## src/rtl/robs_control_if.sv

```systemverilog
// Signal bundle between the Robertson multiplier controller and its datapath/host.
// The cycles field exists only when ROBS_CTRL_CYCLES_EN is defined.
interface robs_control_if;
  logic        start;
  logic        zr;
  logic        zq;
  logic [14:0] c;
  logic        ready;
  logic        done;
`ifdef ROBS_CTRL_CYCLES_EN
  logic [5:0]  cycles;
`endif

  modport master (
    output start,
    output zr,
    output zq,
    input  c,
    input  ready,
    input  done
`ifdef ROBS_CTRL_CYCLES_EN
    , input cycles
`endif
  );

  modport slave (
    input  start,
    input  zr,
    input  zq,
    output c,
    output ready,
    output done
`ifdef ROBS_CTRL_CYCLES_EN
    , output cycles
`endif
  );
endinterface

```

## src/rtl/robs_control.sv

```systemverilog
// Moore controller sequencing an 8-iteration Robertson signed multiply on robs_datapath.
// Optional feature macro ROBS_CTRL_CYCLES_EN adds a per-operation cycle count output.
module robs_control (
  input  logic          clk,
  input  logic          reset,
  robs_control_if.slave bus
);

  localparam int unsigned B_LOAD_Y  = 0;
  localparam int unsigned B_CNT_RST = 1;
  localparam int unsigned B_CLR_A   = 2;
  localparam int unsigned B_LOAD_X  = 3;
  localparam int unsigned B_RH_LO   = 4;
  localparam int unsigned B_RH_HI   = 5;
  localparam int unsigned B_RL_MUX  = 6;
  localparam int unsigned B_X_MUX   = 7;
  localparam int unsigned B_LOAD_RH = 8;
  localparam int unsigned B_LOAD_RL = 9;
  localparam int unsigned B_ADD     = 10;
  localparam int unsigned B_ARITH   = 11;
  localparam int unsigned B_SHIFT   = 12;
  localparam int unsigned B_CNT_EN  = 13;
  localparam int unsigned B_LOAD_A  = 14;

  typedef enum logic [3:0] {
    S_IDLE  = 4'd0,
    S_INIT  = 4'd1,
    S_LOADR = 4'd2,
    S_TEST  = 4'd3,
    S_ADD   = 4'd4,
    S_SHIFT = 4'd5,
    S_WRITE = 4'd6,
    S_STORE = 4'd7,
    S_CHECK = 4'd8,
    S_DONE  = 4'd9
  } state_t;

  state_t      state_q, state_d;
  logic [2:0]  iter_q, iter_d;
  logic [14:0] c_q, c_d;
  logic        ready_q, ready_d;
  logic        done_q, done_d;

  // Outputs are registered from the next state so they always describe the current state.
  function automatic logic [14:0] ctrl_word(input state_t s, input logic [2:0] it);
    logic [14:0] w;
    w = 15'd0;
    case (s)
      S_INIT: begin
        w[B_LOAD_Y]  = 1'b1;
        w[B_CNT_RST] = 1'b1;
        w[B_CLR_A]   = 1'b1;
        w[B_LOAD_X]  = 1'b1;
      end
      S_LOADR: begin
        w[B_LOAD_RH] = 1'b1;
        w[B_LOAD_RL] = 1'b1;
      end
      S_ADD: begin
        w[B_RH_HI]   = 1'b1;
        w[B_LOAD_RH] = 1'b1;
        // The final iteration weights the multiplier sign bit negatively.
        w[B_ADD]     = (it != 3'd7);
      end
      S_SHIFT: begin
        w[B_ARITH]   = 1'b1;
        w[B_SHIFT]   = 1'b1;
      end
      S_WRITE: begin
        w[B_RH_LO]   = 1'b1;
        w[B_RL_MUX]  = 1'b1;
        w[B_LOAD_RH] = 1'b1;
        w[B_LOAD_RL] = 1'b1;
      end
      S_STORE: begin
        w[B_LOAD_A]  = 1'b1;
        w[B_LOAD_X]  = 1'b1;
        w[B_X_MUX]   = 1'b1;
        w[B_CNT_EN]  = 1'b1;
      end
      default: w = 15'd0;
    endcase
    return w;
  endfunction

  // Next-state and iteration update
  always_comb begin
    state_d = S_IDLE;
    iter_d  = iter_q;
    case (state_q)
      S_IDLE: begin
        if (bus.start) state_d = S_INIT;
        else           state_d = S_IDLE;
      end
      S_INIT: begin
        state_d = S_LOADR;
        iter_d  = 3'd0;
      end
      S_LOADR: state_d = S_TEST;
      S_TEST: begin
        if (bus.zr) state_d = S_SHIFT;
        else        state_d = S_ADD;
      end
      S_ADD:   state_d = S_SHIFT;
      S_SHIFT: state_d = S_WRITE;
      S_WRITE: state_d = S_STORE;
      S_STORE: state_d = S_CHECK;
      S_CHECK: begin
        if (bus.zq) begin
          state_d = S_DONE;
        end else begin
          state_d = S_LOADR;
          iter_d  = iter_q + 3'd1;
        end
      end
      S_DONE:  state_d = S_IDLE;
      default: state_d = S_IDLE;
    endcase
  end

  // Output decode of the state being entered
  always_comb begin
    c_d     = ctrl_word(state_d, iter_d);
    ready_d = (state_d == S_IDLE);
    done_d  = (state_d == S_DONE);
  end

  // State, iteration and output registers
  always_ff @(posedge clk or posedge reset) begin
    if (reset) begin
      state_q <= S_IDLE;
      iter_q  <= 3'd0;
      c_q     <= 15'd0;
      ready_q <= 1'b1;
      done_q  <= 1'b0;
    end else begin
      state_q <= state_d;
      iter_q  <= iter_d;
      c_q     <= c_d;
      ready_q <= ready_d;
      done_q  <= done_d;
    end
  end

  assign bus.c     = c_q;
  assign bus.ready = ready_q;
  assign bus.done  = done_q;

`ifdef ROBS_CTRL_CYCLES_EN
  logic [5:0] cnt_q, cnt_d;
  logic [5:0] cycles_q, cycles_d;

  // Busy-cycle counter; INIT counts as the first cycle of the operation
  always_comb begin
    cnt_d    = cnt_q;
    cycles_d = cycles_q;
    case (state_q)
      S_INIT: cnt_d = 6'd1;
      S_LOADR, S_TEST, S_ADD, S_SHIFT, S_WRITE, S_STORE, S_CHECK:
        cnt_d = cnt_q + 6'd1;
      default: cnt_d = cnt_q;
    endcase
    if ((state_q == S_CHECK) && bus.zq) cycles_d = cnt_q + 6'd1;
    else                                cycles_d = cycles_q;
  end

  // Counter and captured count registers
  always_ff @(posedge clk or posedge reset) begin
    if (reset) begin
      cnt_q    <= 6'd0;
      cycles_q <= 6'd0;
    end else begin
      cnt_q    <= cnt_d;
      cycles_q <= cycles_d;
    end
  end

  assign bus.cycles = cycles_q;
`endif

endmodule
```

## src/flat_wrapper.sv

```systemverilog
// flat-port wrapper written by rule: the top's interface ports become plain ports
module robs_control_flat 
  (clk, reset, bus_start, bus_zr, bus_zq, bus_c, bus_ready, bus_done);
  robs_control_if bus_i ();
  input  logic clk;
  input  logic reset;
  input wire logic [$bits(bus_i.start)-1:0] bus_start;
  input wire logic [$bits(bus_i.zr)-1:0] bus_zr;
  input wire logic [$bits(bus_i.zq)-1:0] bus_zq;
  output wire logic [$bits(bus_i.c)-1:0] bus_c;
  output wire logic [$bits(bus_i.ready)-1:0] bus_ready;
  output wire logic [$bits(bus_i.done)-1:0] bus_done;
  assign bus_i.start = bus_start;
  assign bus_i.zr = bus_zr;
  assign bus_i.zq = bus_zq;
  assign bus_c = bus_i.c;
  assign bus_ready = bus_i.ready;
  assign bus_done = bus_i.done;
  robs_control u_core (.clk(clk), .reset(reset), .bus(bus_i));
endmodule
```

## config.mk

```make
export PLATFORM = sky130hd
export DESIGN_NAME = robs_control_flat
export DESIGN_NICKNAME = d
export VERILOG_FILES = /design/src/rtl/robs_control_if.sv /design/src/rtl/robs_control.sv /design/src/flat_wrapper.sv
export SDC_FILE = /design/constraint.sdc
export NUM_CORES = 1
export LEC_CHECK = 0
export ABC_AREA = 1
export CELL_PAD_IN_SITES_DETAIL_PLACEMENT = 1
export CELL_PAD_IN_SITES_GLOBAL_PLACEMENT = 1
export CORE_ASPECT_RATIO = 1.4
export CORE_MARGIN = 3
export CORE_UTILIZATION = 31
export DETAILED_ROUTE_END_ITERATION = 12
export PLACE_DENSITY_LB_ADDON = 0.1
export REMOVE_ABC_BUFFERS = 1
export SLEW_MARGIN = 20
export SYNTH_ARGS = -nofsm -noshare
export SYNTH_HDL_FRONTEND = slang
export SYNTH_SLANG_ARGS = --single-unit
```

## constraint.sdc

```tcl
create_clock -name clk -period 1.32 [get_ports clk]
set_clock_uncertainty 0.2 [all_clocks]
set_input_delay 0.264 -clock clk [delete_from_list [all_inputs] [get_ports clk]]
set_output_delay 0.264 -clock clk [all_outputs]
set_load 0.005 [all_outputs]
```

==> impl_results.md <==
- Layout cells sized above 1: 0.593
- H-tree levels: 1
- PortBufs: 21
- Yosys top cell area share: 0.499
- CTS tree: yes
- Final setup TNS: -1460 ps
- Clock sink count: 18
- Pwr Density: 2220 nW/um^2
- Synthesized area: approximately 850 um^2
- Worst VDD drop: 0.991 mV
- Worst-skew pair later-pin latency: 300 ps
- Crit Reg-Reg Startpoint: u_core.state_q[0]$_DFF_PP0_
- Crit start category: flop
- Fin crit share: 1.12
- Critical Path Sink Type: flop
- Hold wc startpoint: bus_start
- Synth cell types: 23
- Final #Nets: between 100 and 150
- Kind of critical path: flop to flop
- CTS buffer count: 3
- Final Non-Filler Cells: around 170
- Failing checks: negative setup slack
- Worst-path clk slew: roughly 100 ps
- Largest area contributor in the netlist: dfrtp_1
- Placer congestion estimate: roughly 0.74
- CTS root buf: clkbuf_4
- Chip width: roughly 50 um
- Initial core utilization: 0.342
- Final Max Tran Viols: 0
- Final worst slack: -153 ps
- Cells after synthesis: 96
- Hold WC Path Type: primary input to flop
- Vias in the first global route: 858
- Max clock buf depth: 2
- Seq/Total Area, Yosys: 0.529
- Setup Slack @ Placement: -368 ps
- Final hold vios: 0
- Highest Clock Rate: a little under 0.7 GHz
- Row count: 21
- Die area: 3430 um^2
- Synth top area cells: dfrtp_1 (50%), nand2_1 (8.8%), buf_4 (5.3%), inv_1 (4.8%), nor2_1 (4.4%)
- Status: finished with violations
- Synth-to-Final Area Change: 56.9%
- Vias: around 800
- Pre-antenna DRT Iters: 2
- # diodes: 0
- Remaining DRCs: 0
- Critical Path RT: approximately 1300 ps
- Max-Slew Margin vs Limit: 0.862
- Critical Path Start: u_core.state_q[0]$_DFF_PP0_
- FF+latch count, synth: 18
- Syn_area_per_cell: slightly below 9 um^2
- Global-route wire length before repair: slightly below 4 mm
- Worst slew pin tran: a little over 200 ps
- WL per Instance: 14.4 um
- Ys Warns: 0
- Min cycle time layout: roughly 1500 ps
- Final setup violation count: 16
- LEAKAGE: just over 0.7 nW
- DP Cell Count: about 160
- Post-DRT Antenna Nets: 0
- Antenna violations before repair: 0
- Maxcap violations: 0
- Filler cells: between 200 and 300
- Num ports: 22
- Tot Pwr: 0.00297 W
- Gr ovfl total: 0
- RSZ-0062 raised after global routing: yes
- Die height: between 60 and 70 um
- WL final: about 2.5 mm
- Starting DRT DRC Count: 4
- Post-DP HPWL: around 1.6 mm
- Crit-path max FO: 5
- Total Routing Usage GR: 0.158
- Vias per cell: between 4 and 5
- Core area: ~2500 um^2
- Arrival @ worst endpoint: about 1500 ps
- Largest net degree at the start of global routing: 12
==> placed cells by master, fill, tap and decap left out, types with 3 or more instances in the layout <==
master           instances
dfrtp_2                  4
nand2_2                 11
nand2_1                 12
nand3_1                  5
buf_4                   18
inv_2                    6
clkbuf_4                 3
buf_2                   12
dfrtp_1                 13
buf_6                   10
nor2_2                   4
clkdlybuf4s50_1          4
nor2_4                   3
nand2_4                  3
nor2_1                   5
inv_1                    8
==> kinds of logic after synthesis <==
| group | count (synthesis) | share of synthesized area |
|---|---|---|
| simple gates | 51 | 0.289 |
| buf+inv | 21 | 0.120 |
| flops | 18 | 0.529 |
| compound gates | 4 | 0.0367 |
| xor+xnor | 1 | 0.0103 |
| fa+ha+maj | 1 | 0.0147 |
==> stage by stage <==
stage	hold WS, ps	util	instance area [um^2]
2_1_floorplan	1.84	-	808
6_report	392	0.536	1340
5_1_grt	403	0.536	1340
3_3_place_gp	292	0.478	1190
4_1_cts	331	0.496	1240
3_5_place_dp	291	0.478	1190
==> timing repair <==
| action | 4_1_cts | 5_1_grt |
|---|---|---|
| cloned | 0 | 0 |
| resized for setup | 84 | 23 |
| pin swaps | 4 | 11 |
| endpoints found under the setup margin | 27 | 32 |
| endpoints found under the hold margin | 2 | 0 |
| hold buffers | 1 | 0 |
| buffers inserted | 4 | 5 |
==> report_power, final <==
| part | internal (W) | switching (W) |
|---|---|---|
| Combinational | 0.000863 | 0.000878 |
| Sequential | 0.000751 | 0.000195 |
| Clock | 0.000118 | 0.000170 |
==> layer usage <==
| metal | wire length [um] | part of all wire | vias to the layer above | track usage |
|---|---|---|---|---|
| met5 | 0 | 0 | - | 0 |
| met4 | 94 | 0.038 | 0 | 0.104 |
| met3 | 142 | 0.057 | 9 | 0.0349 |
| met2 | 1390 | 0.56 | 25 | 0.296 |
| met1 | 872 | 0.35 | 389 | 0.154 |
| li1 | - | - | 372 | - |
==> worst max-delay path: stages, from the launching register on <==
cell,delay [ps]
dfrtp_2,480
buf_6,150
nand2_2,60
nand3_2,100
nand2_1,100
nand2_2,60
buf_4,120
buf_4,110
==> Yosys cell counts (all sizes together) <==
cell	instances
nor3	3
o21ai	3
nand3	7
ha	1
clkinv	1
nor2	12
buf	6
inv	14
or2	2
xnor2	1
dfstp	1
a21oi	1
nand4	1
dfrtp	17
nand2	26
==> state kept, by name (all words and copies together) (netlist names) <==
| name | flops |
|---|---|
| u_core.iter_q | 3 |
| u_core.bus.done | 1 |
| u_core.bus.c | 9 |
| u_core.state_q | 4 |
| u_core.bus.ready | 1 |
==> area by class of cell <==
class	instances	area (um^2)	share of cell area
repair buffers	46	378	0.282
flip-flops and latches	18	457	0.341
multi-input cells	57	377	0.281
well taps	34	42.5	0.0318
inverters	15	58.8	0.0439
clock buffers	4	26.3	0.0196
==> path summary, 6_finish.rpt <==
kind | to | slack (ps) | cells after the start
max in group asynchronous | u_core.state_q[0]$_DFF_PP0_ | 130 | 4
worst max register to register | u_core.iter_q[0]$_DFF_PP0_ | -150 | 7
worst max-delay path | u_core.iter_q[0]$_DFF_PP0_ | -150 | 7
worst min register to register | u_core.bus.c[6]$_DFF_PP0_ | 390 | 1
worst min-delay path | u_core.bus.c[2]$_DFF_PP0_ | 390 | 3
min in group asynchronous | u_core.bus.c[9]$_DFF_PP0_ | 510 | 3
No activity file was read; power rests on OpenSTA's default activity.
